===== config.mk =====
export PLATFORM = sky130hd
export DESIGN_NAME = axis_video_source_arbiter
export DESIGN_NICKNAME = d
export VERILOG_FILES = /design/src/rtl/axis_arb_pkg.sv /design/src/rtl/frame_len_checker.sv /design/src/rtl/axis_video_source_arbiter.sv
export SDC_FILE = /design/constraint.sdc
export NUM_CORES = 1
export LEC_CHECK = 0
export ABC_AREA = 1
export CAP_MARGIN = 20
export CORE_ASPECT_RATIO = 1.25
export CORE_UTILIZATION = 43
export DETAILED_ROUTE_END_ITERATION = 7
export GPL_TIMING_DRIVEN = 0
export PLACE_DENSITY = 0.81
export SLEW_MARGIN = 30
export SYNTH_ARGS = -nofsm -noshare
export SYNTH_HDL_FRONTEND = slang
export SYNTH_SLANG_ARGS = --single-unit
export TNS_END_PERCENT = 50

===== constraint.sdc =====
create_clock -name clk_25MHZ -period 1.9 [get_ports clk_25MHZ]
set_clock_uncertainty 0.1 [all_clocks]
set_input_delay 0.38 -clock clk_25MHZ [delete_from_list [all_inputs] [get_ports clk_25MHZ]]
set_output_delay 0.38 -clock clk_25MHZ [all_outputs]
set_load 0.05 [all_outputs]

===== src/rtl/axis_arb_pkg.sv =====
// Shared definitions for the AXI4-Stream video source arbiter.
// Contents:
//   arb_state_e          - arbiter FSM states (IDLE, PASS, DRAIN)
//   MODE_*               - cfg_mode encodings for the grant policy
//   DEFAULT_FRAME_PIXELS - nominal beats per frame (640x480)
package axis_arb_pkg;

    typedef enum logic [1:0] {
        IDLE  = 2'd0,
        PASS  = 2'd1,
        DRAIN = 2'd2
    } arb_state_e;

    localparam logic [1:0] MODE_FIX0  = 2'd0;
    localparam logic [1:0] MODE_FIX1  = 2'd1;
    localparam logic [1:0] MODE_RR    = 2'd2;
    localparam logic [1:0] MODE_PRIO0 = 2'd3;

    localparam int DEFAULT_FRAME_PIXELS = 307200;

endpackage


===== src/rtl/frame_len_checker.sv =====
// Pixel counter for the frame currently being forwarded.
// Ports:
//   clk, rstn    - pixel clock, asynchronous active-low reset
//   beat_i       - a beat was forwarded to the sink this cycle
//   tlast_i      - the granted source flagged end of frame on that beat
//   last_beat_o  - the current beat is the nominal final beat of the frame
//   short_o      - frame ended (tlast) before the nominal length
//   long_o       - nominal length reached without tlast
// The counter returns to zero on any frame end, so a following DRAIN
// phase and the next frame both start from a clean count.
module frame_len_checker #(
    parameter int FRAME_PIXELS = 16,
    parameter int CNT_W        = $clog2(FRAME_PIXELS)
) (
    input  logic clk,
    input  logic rstn,
    input  logic beat_i,
    input  logic tlast_i,
    output logic last_beat_o,
    output logic short_o,
    output logic long_o
);

    localparam logic [CNT_W-1:0] LAST_IDX = CNT_W'(FRAME_PIXELS - 1);

    logic [CNT_W-1:0] pix_cnt_q;
    logic [CNT_W-1:0] pix_cnt_d;

    assign last_beat_o = (pix_cnt_q == LAST_IDX);
    assign short_o     = beat_i & tlast_i & ~last_beat_o;
    assign long_o      = beat_i & ~tlast_i & last_beat_o;

    // Next pixel count: advance per beat, restart at any frame end.
    always_comb begin
        pix_cnt_d = pix_cnt_q;
        if (beat_i) begin
            if (tlast_i || last_beat_o) begin
                pix_cnt_d = '0;
            end else begin
                pix_cnt_d = pix_cnt_q + CNT_W'(1);
            end
        end else begin
            pix_cnt_d = pix_cnt_q;
        end
    end

    // Pixel counter register.
    always_ff @(posedge clk or negedge rstn) begin
        if (!rstn) begin
            pix_cnt_q <= '0;
        end else begin
            pix_cnt_q <= pix_cnt_d;
        end
    end

endmodule


===== src/rtl/axis_video_source_arbiter.sv =====
// Frame-granular arbiter sharing one HDMI AXI4-Stream sink between two
// video sources. Grants change only between frames; the forwarded frame
// is cut to FRAME_PIXELS beats (remainder drained) and short frames are
// flagged.
// Ports:
//   clk_25MHZ, rstn            - pixel clock, async active-low reset
//   s0_*, s1_*                 - source streams (tdata/tvalid/tlast/tready)
//   m_*                        - stream to the HDMI sink
//   cfg_enable, cfg_mode       - arbitration enable and grant policy
//   err_clr                    - clears the sticky error flags
//   grant, busy, frame_cnt     - status: granted source, frame in flight,
//                                completed frames forwarded
//   err_short, err_long        - sticky frame length errors
module axis_video_source_arbiter
    import axis_arb_pkg::*;
#(
    parameter int DATA_W       = 32,
    parameter int FRAME_PIXELS = DEFAULT_FRAME_PIXELS,
    parameter int CNT_W        = $clog2(FRAME_PIXELS)
) (
    input  logic              clk_25MHZ,
    input  logic              rstn,
    input  logic [DATA_W-1:0] s0_tdata,
    input  logic              s0_tvalid,
    input  logic              s0_tlast,
    output logic              s0_tready,
    input  logic [DATA_W-1:0] s1_tdata,
    input  logic              s1_tvalid,
    input  logic              s1_tlast,
    output logic              s1_tready,
    output logic [DATA_W-1:0] m_tdata,
    output logic              m_tvalid,
    output logic              m_tlast,
    input  logic              m_tready,
    input  logic              cfg_enable,
    input  logic [1:0]        cfg_mode,
    input  logic              err_clr,
    output logic              grant,
    output logic              busy,
    output logic [15:0]       frame_cnt,
    output logic              err_short,
    output logic              err_long
);

    arb_state_e  state_q, state_d;
    logic        grant_q, grant_d;
    logic        last_served_q, last_served_d;
    logic [15:0] frame_cnt_q, frame_cnt_d;
    logic        err_short_q, err_short_d;
    logic        err_long_q, err_long_d;

    logic [DATA_W-1:0] sel_tdata;
    logic              sel_tvalid;
    logic              sel_tlast;
    logic [1:0]        src_valid;
    logic              pick_valid;
    logic              pick_src;
    logic              pass_beat;
    logic              last_beat;
    logic              len_short;
    logic              len_long;

    assign src_valid = {s1_tvalid, s0_tvalid};
    assign pass_beat = (state_q == PASS) & sel_tvalid & m_tready;

    // Route the granted source onto a common set of signals.
    always_comb begin
        if (grant_q) begin
            sel_tdata  = s1_tdata;
            sel_tvalid = s1_tvalid;
            sel_tlast  = s1_tlast;
        end else begin
            sel_tdata  = s0_tdata;
            sel_tvalid = s0_tvalid;
            sel_tlast  = s0_tlast;
        end
    end

    // Grant policy evaluated while idle; round-robin prefers the source
    // that was not served last.
    always_comb begin
        pick_valid = 1'b0;
        pick_src   = 1'b0;
        case (cfg_mode)
            MODE_FIX0: begin
                pick_valid = s0_tvalid;
                pick_src   = 1'b0;
            end
            MODE_FIX1: begin
                pick_valid = s1_tvalid;
                pick_src   = 1'b1;
            end
            MODE_RR: begin
                if (src_valid[~last_served_q]) begin
                    pick_valid = 1'b1;
                    pick_src   = ~last_served_q;
                end else if (src_valid[last_served_q]) begin
                    pick_valid = 1'b1;
                    pick_src   = last_served_q;
                end else begin
                    pick_valid = 1'b0;
                end
            end
            default: begin
                pick_valid = s0_tvalid | s1_tvalid;
                pick_src   = ~s0_tvalid;
            end
        endcase
    end

    frame_len_checker #(
        .FRAME_PIXELS (FRAME_PIXELS),
        .CNT_W        (CNT_W)
    ) u_len_chk (
        .clk         (clk_25MHZ),
        .rstn        (rstn),
        .beat_i      (pass_beat),
        .tlast_i     (sel_tlast),
        .last_beat_o (last_beat),
        .short_o     (len_short),
        .long_o      (len_long)
    );

    // FSM next state, stream muxing and status updates.
    always_comb begin
        state_d       = state_q;
        grant_d       = grant_q;
        last_served_d = last_served_q;
        frame_cnt_d   = frame_cnt_q;
        m_tdata       = '0;
        m_tvalid      = 1'b0;
        m_tlast       = 1'b0;
        s0_tready     = 1'b0;
        s1_tready     = 1'b0;
        // Clear first so an error event in the same cycle overrides it.
        if (err_clr) begin
            err_short_d = 1'b0;
            err_long_d  = 1'b0;
        end else begin
            err_short_d = err_short_q;
            err_long_d  = err_long_q;
        end
        case (state_q)
            IDLE: begin
                if (cfg_enable && pick_valid) begin
                    grant_d = pick_src;
                    state_d = PASS;
                end else begin
                    state_d = IDLE;
                end
            end
            PASS: begin
                m_tdata  = sel_tdata;
                m_tvalid = sel_tvalid;
                // Nominal last beat is always marked so the sink never
                // sees an over-long frame.
                m_tlast  = sel_tlast | last_beat;
                if (grant_q) begin
                    s1_tready = m_tready;
                end else begin
                    s0_tready = m_tready;
                end
                if (pass_beat && sel_tlast) begin
                    frame_cnt_d   = frame_cnt_q + 16'd1;
                    last_served_d = grant_q;
                    state_d       = IDLE;
                    if (len_short) begin
                        err_short_d = 1'b1;
                    end else begin
                        err_short_d = err_short_d;
                    end
                end else if (len_long) begin
                    frame_cnt_d = frame_cnt_q + 16'd1;
                    err_long_d  = 1'b1;
                    state_d     = DRAIN;
                end else begin
                    state_d = PASS;
                end
            end
            DRAIN: begin
                if (grant_q) begin
                    s1_tready = 1'b1;
                end else begin
                    s0_tready = 1'b1;
                end
                if (sel_tvalid && sel_tlast) begin
                    last_served_d = grant_q;
                    state_d       = IDLE;
                end else begin
                    state_d = DRAIN;
                end
            end
            default: begin
                state_d = IDLE;
            end
        endcase
    end

    // State and status registers.
    always_ff @(posedge clk_25MHZ or negedge rstn) begin
        if (!rstn) begin
            state_q       <= IDLE;
            grant_q       <= 1'b0;
            last_served_q <= 1'b1;
            frame_cnt_q   <= 16'd0;
            err_short_q   <= 1'b0;
            err_long_q    <= 1'b0;
        end else begin
            state_q       <= state_d;
            grant_q       <= grant_d;
            last_served_q <= last_served_d;
            frame_cnt_q   <= frame_cnt_d;
            err_short_q   <= err_short_d;
            err_long_q    <= err_long_d;
        end
    end

    assign grant     = grant_q;
    assign busy      = (state_q != IDLE);
    assign frame_cnt = frame_cnt_q;
    assign err_short = err_short_q;
    assign err_long  = err_long_q;

endmodule


**Yosys cells after proc, flatten, opt, wreduce, memory -nomap -nowiden**

Index checks and enable logic that the tools add are counted.

- Register bits after elaboration: 41
- Word-level logic and storage cells: 83
- Input bits: 75

- Bitwise operators: 12
- Add/subtract/negate cells: 2
- Multiplexer cells: 41
- Equality and inequality tests: 7
- Reductions and logical operators: 12
- Magnitude comparators: 2

Operators with widths:

| operator | count |
|---|---|
| 32-bit 2-to-1 mux | 2 |
| 16-bit 2-to-1 mux | 2 |
| 1-bit 2-to-1 mux | 27 |
| 19-bit by 1-bit adder with 19-bit output, second input constant | 1 |
| 19-bit == test, second input constant | 1 |
| 19-bit 2-to-1 mux | 1 |
| 16-bit by 1-bit adder with 16-bit output, second input constant | 1 |
| 1-bit AND | 6 |
| 2-bit 2-to-1 mux | 3 |
| 1-bit one-hot mux with 2 select lines | 3 |
| 1-bit one-hot mux with 3 select lines | 2 |
| 2-bit one-hot mux with 3 select lines | 1 |
| 2-bit nonzero test | 3 |
| 2-bit by 1-bit == test with 1-bit output, second input constant | 2 |
| 2-bit == test, second input constant | 2 |
| 2-bit zero test | 2 |
| 1-bit by 2-bit less-than comparator with 1-bit output, second input constant | 2 |
| 1-bit NOT | 4 |
| 2-bit AND reduction | 2 |
| 1-bit logical AND | 3 |
| 3-bit AND reduction | 1 |
| 2-bit by 1-bit != test with 1-bit output, second input constant | 1 |
| 2-bit != test, second input constant | 1 |
| 1-bit bitwise OR | 2 |
| 1-bit logical OR | 1 |

**Logic depth before layout (Yosys ltp)**

Gate-level depths: netlist (run 1).

- Depth in word-level cells: 8
- Depth in mapped cells: 13
- Gate-level depth less buffers: 11

**Hierarchy**

From an unflattened synthesis (run 1), not the netlist that was laid out.

- Cell total of the unflattened synthesis: 469
- Area, all modules: 3050.4 µm²

Modules (own cells, without submodules):

| module | times used | cells each | sequential area each (µm²) | area each (µm²) |
|---|---|---|---|---|
| axis_video_source_arbiter | 1 | 312 | 551.8 | 1914.3 |
| frame_len_checker | 1 | 157 | 475.5 | 1136.1 |

**Worst setup path after synthesis (run 1)**

Ideal clock, no wire load.

- Path type: register to output
- Start: reg grant_q, in the netlist grant
- End: out m_tdata[10]
- Data required time: 1.420 ns
- Cell stages (with the launch flop): 6
- Slack: -0.425 ns
- Path buffers: 2
- Arrival: 1.845 ns
- Cells stage by stage: dfrtp_1 > buf_6 > inv_4 > clkbuf_1 > nor2_1 > nor2_1

- Cells in the longest elaborated chain, start to end: 2

Ends and longest elaborated chain:

| what | RTL line | RTL |
|---|---|---|
| from (decl) | axis_video_source_arbiter.sv:46 | `logic grant_q, grant_d;` |
| from (signal assigned) | axis_video_source_arbiter.sv:210 | `grant_q <= grant_d;` |
| 32-bit 2-to-1 mux | axis_video_source_arbiter.sv:68 | `if (grant_q) begin` |
| 32-bit 2-to-1 mux | axis_video_source_arbiter.sv:143 | `case (state_q)` |
| to (decl) | axis_video_source_arbiter.sv:31 | `output logic [DATA_W-1:0] m_tdata,` |

Every way passes these cells.

**Worst setup path after layout (run 1)**

- Start: reg state_q[1]
- End: out m_tdata[2]

- Cells in the longest elaborated chain, start to end: 2

Ends and longest elaborated chain:

| what | RTL line | RTL |
|---|---|---|
| from (decl) | axis_video_source_arbiter.sv:45 | `arb_state_e state_q, state_d;` |
| from (signal assigned) | axis_video_source_arbiter.sv:209 | `state_q <= state_d;` |
| 2-bit by 1-bit == test with 1-bit output | axis_video_source_arbiter.sv:143 |  |
| 32-bit 2-to-1 mux | axis_video_source_arbiter.sv:143 |  |

Every way passes these cells.

==> metrics.log, run 1 <==
INFO  metric min-delay-path-class = register to register
INFO  metric cts_tree = done
INFO  metric port_buffers = 130
INFO  metric grtUsageTotal = 30.3%
INFO  metric peakVddDrop = 1.20 mV
INFO  metric critical_path_peak_fanout = 5
INFO  metric post-place-cells = 669
INFO  metric worstPathRequired = 1.42 ns
INFO  metric maxCapViolations = 0
INFO  metric hold_viol = 0
INFO  metric fin_crit_sh = 111%
INFO  metric gr-total-overflow = 0
INFO  metric ys_seq_area_share = 34.0%
INFO  metric drt-met1-wl = 4.64 mm
INFO  metric routed_wl = 12.8 mm
INFO  metric ctsHtreeMaxLevel = 2
INFO  metric max_transition_margin = 65.5%
INFO  metric via_per_inst = 5.41
INFO  metric grt_max_degree = 29
INFO  metric detail_route.iter0.violations = 181
INFO  metric synth.yosys.warnings = 0
INFO  metric cell_area_after_placement = 4670 µm²
INFO  metric route.vias.total = 3830
INFO  metric finalMaxSlewViolations = 0
INFO  metric die_width = 76.9 µm
INFO  metric stdcell_area = 5630 µm²
INFO  metric first_pass_grt_wire_length = 17.3 mm
INFO  metric dp.final_hpwl = 7.62 mm
INFO  metric setup.worst_path.end_class = output pin
INFO  metric insertion_delay = 0.29 ns
INFO  metric max_freq = 0.475 GHz
INFO  metric cts-root-to-sink-buffers = 2
INFO  metric synth_fp_nets = 532
INFO  metric detailroute.wirelength.met2 = 6.63 mm
INFO  metric drc_errors = 0
INFO  metric ys_seq_elements = 41
INFO  metric die-area = 7360 µm²
INFO  metric power.static_leakage = 2.55 nW
INFO  metric dr_wl_met3 = 868 µm
INFO  metric antenna_found_initial = 0
INFO  metric finish.net_count = 701
INFO  metric run_status = finished, violations left
INFO  metric numCtsBuffers = 5
INFO  metric antennaDiodeCount = 0
INFO  metric worst_setup_path_start_kind = register
INFO  metric synth_top_cells_by_area = sky130_fd_sc_hd__dfrtp_1 33%, sky130_fd_sc_hd__nor2_1 15%, sky130_fd_sc_hd__nand2_1 14%
INFO  metric syn_avg_cell_area = 6.69 µm²
INFO  metric finalCriticalPeriod = 2.11 ns
INFO  metric grt_setup_unrepaired = true
INFO  metric tightest_slew = 0.520 ns
INFO  metric vias_in_the_first_global_route = 3648
INFO  metric finalSetupViolCount = 63
INFO  metric post-synth-top-area-cell = sky130_fd_sc_hd__dfrtp_1
INFO  metric mappedNetlistArea = 3020 µm²
INFO  metric yosys.cell_types.count = 34
INFO  metric worst-setup-path-type = register to output pin
INFO  metric total_power = 8.12 mW
INFO  metric cts.root.buffer_cell = sky130_fd_sc_hd__clkbuf_8
INFO  metric cell_area_power_density = 1440 nW/µm²
INFO  metric failed_checks = negative setup slack
INFO  metric place_congestion = 0.877
INFO  metric crit_arrival = 1.63 ns
INFO  metric firstDrtPassIters = 5
INFO  metric die_h = 95.7 µm
INFO  metric i_o_pin_count = 131
INFO  metric core_area = 6690 µm²
INFO  metric synthCells = 451
INFO  metric rows = 33
INFO  metric cts_sink_cnt = 41
INFO  metric synth_largest_type_area_fraction = 33.2%
INFO  metric routed_wire_length_per_instance = 18.1 µm
INFO  metric post-route-worst-setup-slack = -0.206 ns
INFO  metric layoutNonFillerInstCount = 708
INFO  metric layout-drive-gt1-share = 33.3%
INFO  metric floorplan.initialDensity = 45.1%
INFO  metric cts.clk_slew.worst_paths = 0.08 ns
INFO  metric route.antenna.remaining_nets = 0
INFO  metric final_core_util = 84.2%
INFO  metric area_growth_syn_to_layout = 86.5%
INFO  metric highest-signal-layer = met4
[synthesized netlist by cell type (all sizes together)]
cell	number
buf	8
nor2	125
o21ai	49
xnor2	11
o21bai	5
dfstp	1
nor3	3
nand4	4
xor2	12
nand3b	2
dfrtp	40
a21oi	5
clkbuf	8
nand3	21
inv	32
ha	6
a2bb2oi	1
nand2	117
or2	1
[layout make-up]
class,instances,area (µm²)
fillers,358,1060
inverters,32,138
repair buffers,162,1720
clock buffers,6,72.6
flip-flops and latches,41,1030
multi-input cells,362,2330
well taps,87,109
clock inverters,2,38.8
plain buffers,16,194
[through the flow]
step	TNS [ns]	setup WS [ns]	hold slack [ns]
after floorplan	-0.468	-0.0605	-0.0156
after global routing	-11.42	-0.251	0.444
after global placement	-58.59	-0.841	0.385
after detailed placement	-32.53	-0.855	0.203
final	-7.95	-0.206	0.418
after CTS	-3.77	-0.148	0.406
[state kept, by name, summed over array words and instances, names as in the netlist]
| register | flops |
|---|---|
| grant | 1 |
| u_len_chk.pix_cnt_q | 19 |
| state_q | 2 |
| err_long | 1 |
| last_served_q | 1 |
| frame_cnt | 16 |
| err_short | 1 |
[per-layer routing]
layer,GRT usage [%],vias up
li1,-,1761
met5,0,-
met4,15.5,0
met3,8.13,58
met1,31.7,1824
met2,55.7,187
[layout by cell type, fill, tap and decap left out, types with 14 or more instances in the layout]
master and count:
sky130_fd_sc_hd__nand3_1 19, sky130_fd_sc_hd__inv_1 24, sky130_fd_sc_hd__o21ai_2 27, sky130_fd_sc_hd__nand2_1 93
sky130_fd_sc_hd__buf_4 23, sky130_fd_sc_hd__nor2_4 37, sky130_fd_sc_hd__o21ai_0 14, sky130_fd_sc_hd__clkdlybuf4s50_1 73
sky130_fd_sc_hd__buf_6 21, sky130_fd_sc_hd__dfrtp_1 38, sky130_fd_sc_hd__buf_8 24, sky130_fd_sc_hd__nor2_1 85
sky130_fd_sc_hd__dlygate4sd2_1 19
[worst paths after layout]
| path | start | end | slack, ns | cells past startpoint |
|---|---|---|---|---|
| setup / recovery | state_q[1] | m_tdata[2] | -0.21 | 7 |
| hold / removal | err_short | err_short | 0.42 | 2 |
| setup reg to reg | state_q[1] | u_len_chk.pix_cnt_q[9] | -0.14 | 12 |
| hold reg to reg | err_short | err_short | 0.42 | 2 |
| max in group asynchronous | rstn | last_served_q | 0.74 | 3 |
| min in group asynchronous | rstn | u_len_chk.pix_cnt_q[13] | 0.43 | 2 |
[timing repair]
item                       4_1_cts  5_1_grt
gates cloned                     2        4
hold buffers                     1        0
setup endpoints to repair       65       73
gates resized for setup        376       76
buffers inserted                12       12
hold endpoints to repair        13        0
pin swaps                       12       22
[power breakdown]
group          internal (mW)  switching, mW  total, mW
Sequential              1.02          0.167       1.19
Combinational           2.36           3.86       6.23
Clock                  0.395          0.313      0.708
[logic make-up (layout without fill, tap and decap cells)]
group	after synthesis	count (layout)	share of synthesized area, %
compound gates	60	60	10.9
xor+xnor	23	23	6.67
fa+ha+maj	6	6	2.49
buf+inv	48	218	7.13
flops	41	41	34.0
simple gates	273	273	38.8
[critical path, cell delays in order (launching register included)]
cell                       delay, ns
sky130_fd_sc_hd__dfrtp_1        0.40
sky130_fd_sc_hd__inv_2          0.11
sky130_fd_sc_hd__ha_4           0.16
sky130_fd_sc_hd__buf_4          0.15
sky130_fd_sc_hd__clkbuf_8       0.16
sky130_fd_sc_hd__o21ai_2        0.08
sky130_fd_sc_hd__nor2_4         0.12
sky130_fd_sc_hd__buf_6          0.16
(Power assumes the default switching activity.)
==> run 2, diff against run 1 <==
--- a/config.mk
+++ b/config.mk
@@ -6,8 +6,8 @@
 export NUM_CORES = 1
 export LEC_CHECK = 0
 export ABC_AREA = 1
-export CAP_MARGIN = 20
 export CORE_ASPECT_RATIO = 1.25
+export CORE_MARGIN = 4
 export CORE_UTILIZATION = 43
 export DETAILED_ROUTE_END_ITERATION = 7
 export GPL_TIMING_DRIVEN = 0
==> metrics.log, run 2 (synthesis results as in run 1) <==
INFO  metric path_delay_family = buffers and inverters
INFO  metric p_int = 3.47 mW
INFO  metric run_status = finished, violations left
INFO  metric place_congestion = 0.928
INFO  metric crit_arrival = 1.60 ns
INFO  metric first_pass_grt_wire_length = 17.2 mm
INFO  metric die_h = 102 µm
INFO  metric cell_area_power_density = 1440 nW/µm²
INFO  metric cts-root-to-sink-buffers = 2
INFO  metric routed_wl = 12.0 mm
INFO  metric cts.root.buffer_cell = sky130_fd_sc_hd__clkbuf_8
INFO  metric cts_tree = done
INFO  metric min-delay-path-class = register to register
INFO  metric detail_route.iter0.violations = 106
INFO  metric insertion_delay = 0.30 ns
INFO  metric place_ws = -0.886 ns
INFO  metric dp.final_hpwl = 8.05 mm
INFO  metric layout-drive-gt1-share = 30.1%
INFO  metric ctsHtreeMaxLevel = 2
INFO  metric die_width = 82.9 µm
INFO  metric worst_path_max_delay_cell = sky130_fd_sc_hd__dfrtp_1
INFO  metric port_buffers = 130
INFO  metric max_transition_margin = 64.3%
INFO  metric rows = 33
INFO  metric failed_checks = negative setup slack
INFO  metric peakVddDrop = 1.07 mV
INFO  metric worst_path_largest_cell_delay = 0.41 ns
INFO  metric registers.top_by_ff_count = u_len_chk.pix_cnt_q
INFO  metric timing.critical_path.cells = inv_2 -> ha_4 -> buf_12 -> clkbuf_16 -> o21ai_2 -> nor2_4 -> buf_6
INFO  metric worst_setup_path_start_kind = register
INFO  metric finalMaxSlewViolations = 0
INFO  metric antenna_found_initial = 1
INFO  metric most_common_library_cell_in_the_layout_ignoring_fill_and_taps = sky130_fd_sc_hd__nand2_1
INFO  metric i_o_pin_count = 131
INFO  metric finalCriticalPeriod = 2.08 ns
INFO  metric worstPathRequired = 1.42 ns
INFO  metric cts.clk_slew.worst_paths = 0.09 ns
INFO  metric routed_wire_length_per_instance = 17.2 µm
INFO  metric grt_max_degree = 29
INFO  metric max_freq = 0.480 GHz
INFO  metric finish.net_count = 687
INFO  metric post-route-worst-setup-slack = -0.182 ns
INFO  metric number_of_buffer_and_inverter_stages_on_the_critical_path = 4
INFO  metric vias_in_the_first_global_route = 3505
INFO  metric route.antenna.remaining_nets = 0
INFO  metric worst-setup-path-type = register to output pin
INFO  metric grt_setup_unrepaired = true
INFO  metric maxCapViolations = 0
INFO  metric core_area = 6690 µm²
INFO  metric drc_errors = 0
INFO  metric area_growth_syn_to_layout = 75.7%
INFO  metric critical_path_peak_fanout = 10
INFO  metric power.static_leakage = 2.41 nW
INFO  metric firstDrtPassIters = 6
INFO  metric sw_frac_of_total = 54.7%
INFO  metric largest_register_ff_count = 19
INFO  metric die-area = 8430 µm²
INFO  metric fin_crit_sh = 110%
INFO  metric numCtsBuffers = 5
INFO  metric finalSetupViolCount = 53
INFO  metric setup.worst_path.end_class = output pin
INFO  metric power_switching = 4.19 mW
INFO  metric gr-total-overflow = 0
INFO  metric via_per_inst = 5.20
INFO  metric fin_worst_hold_slack = 0.406 ns
INFO  metric layout_common_cells = 105 x sky130_fd_sc_hd__nand2_1, 84 x sky130_fd_sc_hd__nor2_1, 73 x sky130_fd_sc_hd__clkdlybuf4s50_1
INFO  metric tightest_slew = 0.538 ns
INFO  metric floorplan.initialDensity = 45.1%
INFO  metric clock_power_share = 7.4%
INFO  metric cts_sink_cnt = 41
INFO  metric route.vias.total = 3614
INFO  metric grtUsageTotal = 25.4%
INFO  metric seqPwrFrac = 15.3%
INFO  metric combPwrFrac = 77.2%
INFO  metric hold_viol = 0
## run 2: cell count changes in the layout (fill, tap and decap cells not counted), sizes merged
| cell | previous run | this run |
|---|---|---|
| buf | 75 | 68 |
| diode | 0 | 1 |
| clkbuf | 16 | 8 |
| bufinv | 1 | 0 |
| clkinv | 1 | 2 |
| clkinvlp | 0 | 1 |
## run 2: cell type report
class	count	area, µm²
Sequential cell	41	1030
Fill cell	428	1380
Multi-Input combinational cell	362	2220
Antenna cell	1	2.50
Inverter	32	128
Clock inverter	3	17.5
Tap cell	87	109
Timing Repair Buffer	148	1540
Clock buffer	5	68.8
Buffer	16	189
## run 2: repair_timing
item / 4_1_cts / 5_1_grt
setup buffers: 6 / 8
pin swaps: 13 / 9
gates cloned: 0 / 2
setup endpoints to repair: 75 / 61
endpoints found under the hold margin: 13 / 0
hold buffers: 1 / 0
resized for setup: 375 / 45
## run 2: layer usage
| metal | track usage [%] | routed length (µm) | vias to the layer above | part of all wire, % |
|---|---|---|---|---|
| li1 | - | - | 1730 | - |
| met1 | 30.4 | 4770 | 1699 | 40 |
| met2 | 45.1 | 6060 | 153 | 51 |
| met3 | 5.21 | 684 | 30 | 5.7 |
| met4 | 9.56 | 448 | 2 | 3.7 |
| met5 | 0 | 15 | - | 0.13 |
## run 2: per-stage QoR
step	area, µm²	instances	power (mW)	TNS, ns	util, %
6_report	5310	695	7.66	-5.46	79.3
5_1_grt	5300	694	7.95	-10.23	79.3
4_1_cts	5080	684	7.19	-4.86	75.9
3_5_place_dp	4670	669	5.93	-32.33	69.9
3_3_place_gp	4660	668	5.86	-58.04	69.6
2_1_floorplan	3250	451	4.45	-0.468	-
## run 2: path summary, 6_finish.rpt
path	startpoint	endpoint	slack (ns)	depth (start not counted)
worst max-delay path	state_q[1]	m_tdata[18]	-0.18	7
worst min-delay path	last_served_q	last_served_q	0.41	2
worst max register to register	state_q[1]	frame_cnt[12]	-0.07	14
worst min register to register	last_served_q	last_served_q	0.41	2
max in group asynchronous	rstn	last_served_q	0.74	3
min in group asynchronous	rstn	u_len_chk.pix_cnt_q[14]	0.44	2
## run 2: power by group through the flow
stage	Combinational [mW]	Sequential (mW)	Clock, mW
2_1_floorplan	2.96	1.49	0
3_3_place_gp	4.68	1.19	0
3_5_place_dp	4.74	1.19	0
4_1_cts	5.44	1.16	0.585
5_1_grt	6.14	1.19	0.620
6_report	5.91	1.17	0.570
## run 2: worst register-to-register path, stage by stage (launching register included)
cell and delay (ns):
sky130_fd_sc_hd__dfrtp_1 0.41, sky130_fd_sc_hd__inv_2 0.09, sky130_fd_sc_hd__ha_4 0.14, sky130_fd_sc_hd__buf_12 0.14, sky130_fd_sc_hd__nand2_2 0.07, sky130_fd_sc_hd__inv_2 0.10
sky130_fd_sc_hd__buf_6 0.11, sky130_fd_sc_hd__nand2_4 0.06, sky130_fd_sc_hd__inv_2 0.10, sky130_fd_sc_hd__nand2_2 0.12, sky130_fd_sc_hd__nand2_8 0.15, sky130_fd_sc_hd__inv_6 0.06
sky130_fd_sc_hd__buf_8 0.13, sky130_fd_sc_hd__nand2_1 0.06, sky130_fd_sc_hd__nand2_1 0.05
==> run 3, diff against run 2 <==
--- a/config.mk
+++ b/config.mk
@@ -10,7 +10,6 @@
 export CORE_MARGIN = 4
 export CORE_UTILIZATION = 43
 export DETAILED_ROUTE_END_ITERATION = 7
-export GPL_TIMING_DRIVEN = 0
 export PLACE_DENSITY = 0.81
 export SLEW_MARGIN = 30
 export SYNTH_ARGS = -nofsm -noshare
==> metrics.log, run 3 (synthesis results as in run 1) <==
INFO  metric registers.top_by_ff_count = u_len_chk.pix_cnt_q
INFO  metric worstPathRequired = 1.42 ns
INFO  metric finalSetupViolCount = 36
INFO  metric timing.critical_path.cells = inv_2 -> ha_4 -> buf_8 -> o21ai_1 -> nor2_4 -> buf_12
INFO  metric critical_path_peak_fanout = 13
INFO  metric power_switching = 4.18 mW
INFO  metric core_area = 6690 µm²
INFO  metric route.vias.total = 3664
INFO  metric worst_path_largest_cell_delay = 0.41 ns
INFO  metric clock_power_share = 7.0%
INFO  metric grt_most_used_layer = met2
INFO  metric fin_setup_tns = -3.93 ns
INFO  metric peakVddDrop = 0.933 mV
INFO  metric floorplan.initialDensity = 45.1%
INFO  metric routed_wl = 11.9 mm
INFO  metric grt_use_met1 = 34.5%
INFO  metric most_common_library_cell_in_the_layout_ignoring_fill_and_taps = sky130_fd_sc_hd__nand2_1
INFO  metric finalCriticalPeriod = 2.08 ns
INFO  metric dp.final_hpwl = 8.84 mm
INFO  metric hold_viol = 0
INFO  metric die_h = 102 µm
INFO  metric setup.worst_path.end_class = output pin
INFO  metric area_growth_syn_to_layout = 79.6%
INFO  metric seqPwrFrac = 14.6%
INFO  metric largest_register_ff_count = 19
INFO  metric layout-drive-gt1-share = 30.0%
INFO  metric stdcell_area = 5420 µm²
INFO  metric i_o_pin_count = 131
INFO  metric grtUsageTotal = 28.0%
INFO  metric cts_tree = done
INFO  metric vias_in_the_first_global_route = 3687
INFO  metric run_status = finished, violations left
INFO  metric p_int = 4.00 mW
INFO  metric min-delay-path-class = register to register
INFO  metric place_ws = -0.108 ns
INFO  metric ctsHtreeMaxLevel = 2
INFO  metric insertion_delay = 0.30 ns
INFO  metric finish.net_count = 690
INFO  metric cell_area_after_placement = 5120 µm²
INFO  metric detail_route.iter0.violations = 193
INFO  metric fin_crit_sh = 109%
INFO  metric sw_frac_of_total = 51.1%
INFO  metric max_freq = 0.482 GHz
INFO  metric filler_cell_count = 409
INFO  metric cell_area_power_density = 1510 nW/µm²
INFO  metric rows = 33
INFO  metric max_transition_margin = 80.0%
INFO  metric power.static_leakage = 2.43 nW
INFO  metric maxCapViolations = 0
INFO  metric tightest_slew = 0.298 ns
INFO  metric cts_sink_cnt = 41
INFO  metric firstDrtPassIters = 4
INFO  metric first_pass_grt_wire_length = 18.9 mm
INFO  metric global_route.usage.met3 = 4.88%
INFO  metric routed_wire_length_per_instance = 17.0 µm
INFO  metric cts.clk_slew.worst_paths = 0.08 ns
INFO  metric layout_common_cells = 107 x sky130_fd_sc_hd__nand2_1, 81 x sky130_fd_sc_hd__nor2_1, 73 x sky130_fd_sc_hd__clkdlybuf4s50_1
INFO  metric route.antenna.remaining_nets = 0
INFO  metric final_core_util = 81.1%
INFO  metric finalMaxSlewViolations = 0
INFO  metric fin_worst_hold_slack = 0.383 ns
INFO  metric port_buffers = 130
INFO  metric gr-total-overflow = 0
INFO  metric worst_path_max_delay_cell = sky130_fd_sc_hd__dfrtp_1
INFO  metric die-area = 8430 µm²
INFO  metric die_width = 82.9 µm
INFO  metric place_congestion = 0.943
INFO  metric via_per_inst = 5.26
INFO  metric post-route-worst-setup-slack = -0.176 ns
INFO  metric grt_max_degree = 42
INFO  metric antenna_found_initial = 0
INFO  metric cts.root.buffer_cell = sky130_fd_sc_hd__clkbuf_8
INFO  metric worst-setup-path-type = register to output pin
INFO  metric failed_checks = negative setup slack
INFO  metric numCtsBuffers = 5
INFO  metric worst_setup_path_start_kind = register
INFO  metric grtUsageMet2 = 50.2%
INFO  metric antennaDiodeCount = 0
INFO  metric cts-root-to-sink-buffers = 2
INFO  metric crit_arrival = 1.60 ns
INFO  metric combPwrFrac = 78.4%
INFO  metric grt_setup_unrepaired = true
INFO  metric drc_errors = 0
[run 3: cell types whose count changed in the layout (fill, tap and decap cells not counted), moves of 3 or more]
cell,change
sky130_fd_sc_hd__buf_12,+37
sky130_fd_sc_hd__buf_4,+31
sky130_fd_sc_hd__o21ai_1,+23
sky130_fd_sc_hd__o21ai_2,-22
sky130_fd_sc_hd__buf_6,-21
sky130_fd_sc_hd__dlygate4sd2_1,-19
sky130_fd_sc_hd__buf_8,-17
sky130_fd_sc_hd__buf_2,-5
sky130_fd_sc_hd__nor2_2,+4
sky130_fd_sc_hd__nor2_1,-3
[run 3: path summary, 6_finish.rpt]
check | slack [ns] | start | cells past startpoint | endpoint
max | -0.18 | state_q[1] | 6 | m_tdata[21]
min | 0.38 | last_served_q | 2 | last_served_q
max reg2reg | 0.11 | state_q[1] | 11 | frame_cnt[2]
min reg2reg | 0.38 | last_served_q | 2 | last_served_q
max in group asynchronous | 0.93 | rstn | 3 | last_served_q
min in group asynchronous | 0.49 | rstn | 3 | u_len_chk.pix_cnt_q[14]
[run 3: worst max-delay path: cells and delay by family, from the launching register on]
family | cells | cell delay, ns
DFF | 1 | 0.41
AOI/OAI and AO/OA | 1 | 0.13
and+or+nand+nor | 1 | 0.17
buffers and inverters | 3 | 0.40
adders and majority gates | 1 | 0.19
[run 3: cell type report]
cell class,instances,area (µm²),area share (%)
Clock inverter,3,17.5,0.323
Clock buffer,5,68.8,1.27
Timing Repair Buffer,167,1960,36.1
Sequential cell,41,1030,19.0
Inverter,32,125,2.31
Tap cell,87,109,2.01
Multi-Input combinational cell,362,2110,38.9
[run 3: per-stage QoR]
step	power [mW]	std cells
3_5_place_dp	7.20	678
3_3_place_gp	7.09	678
5_1_grt	8.53	697
4_1_cts	8.10	695
6_report	8.18	697
2_1_floorplan	4.45	451
[run 3: timing repair]
action                                  4_1_cts  5_1_grt
gates cloned                                  2        0
endpoints found under the setup margin       36       41
hold buffers                                  1        0
pin swaps                                     9       14
hold endpoints to repair                     40        0
resized for setup                            58       16
buffers inserted                              6        3
[run 3: power by group through the flow]
| stage | logic (mW) | clock network [mW] | registers, mW |
|---|---|---|---|
| floorplan | 2.96 | 0 | 1.49 |
| global placement | 5.89 | 0 | 1.20 |
| detailed placement | 5.99 | 0 | 1.21 |
| CTS | 6.32 | 0.584 | 1.19 |
| global route | 6.68 | 0.624 | 1.23 |
| finish | 6.41 | 0.571 | 1.20 |
[run 3: per-layer routing]
layer | wire length (µm) | part of all wire, % | vias up
li1 | - | - | 1732
met1 | 4720 | 40 | 1767
met2 | 6170 | 52 | 144
met3 | 656 | 5.5 | 21
met4 | 318 | 2.7 | 0
met5 | 0 | 0 | -
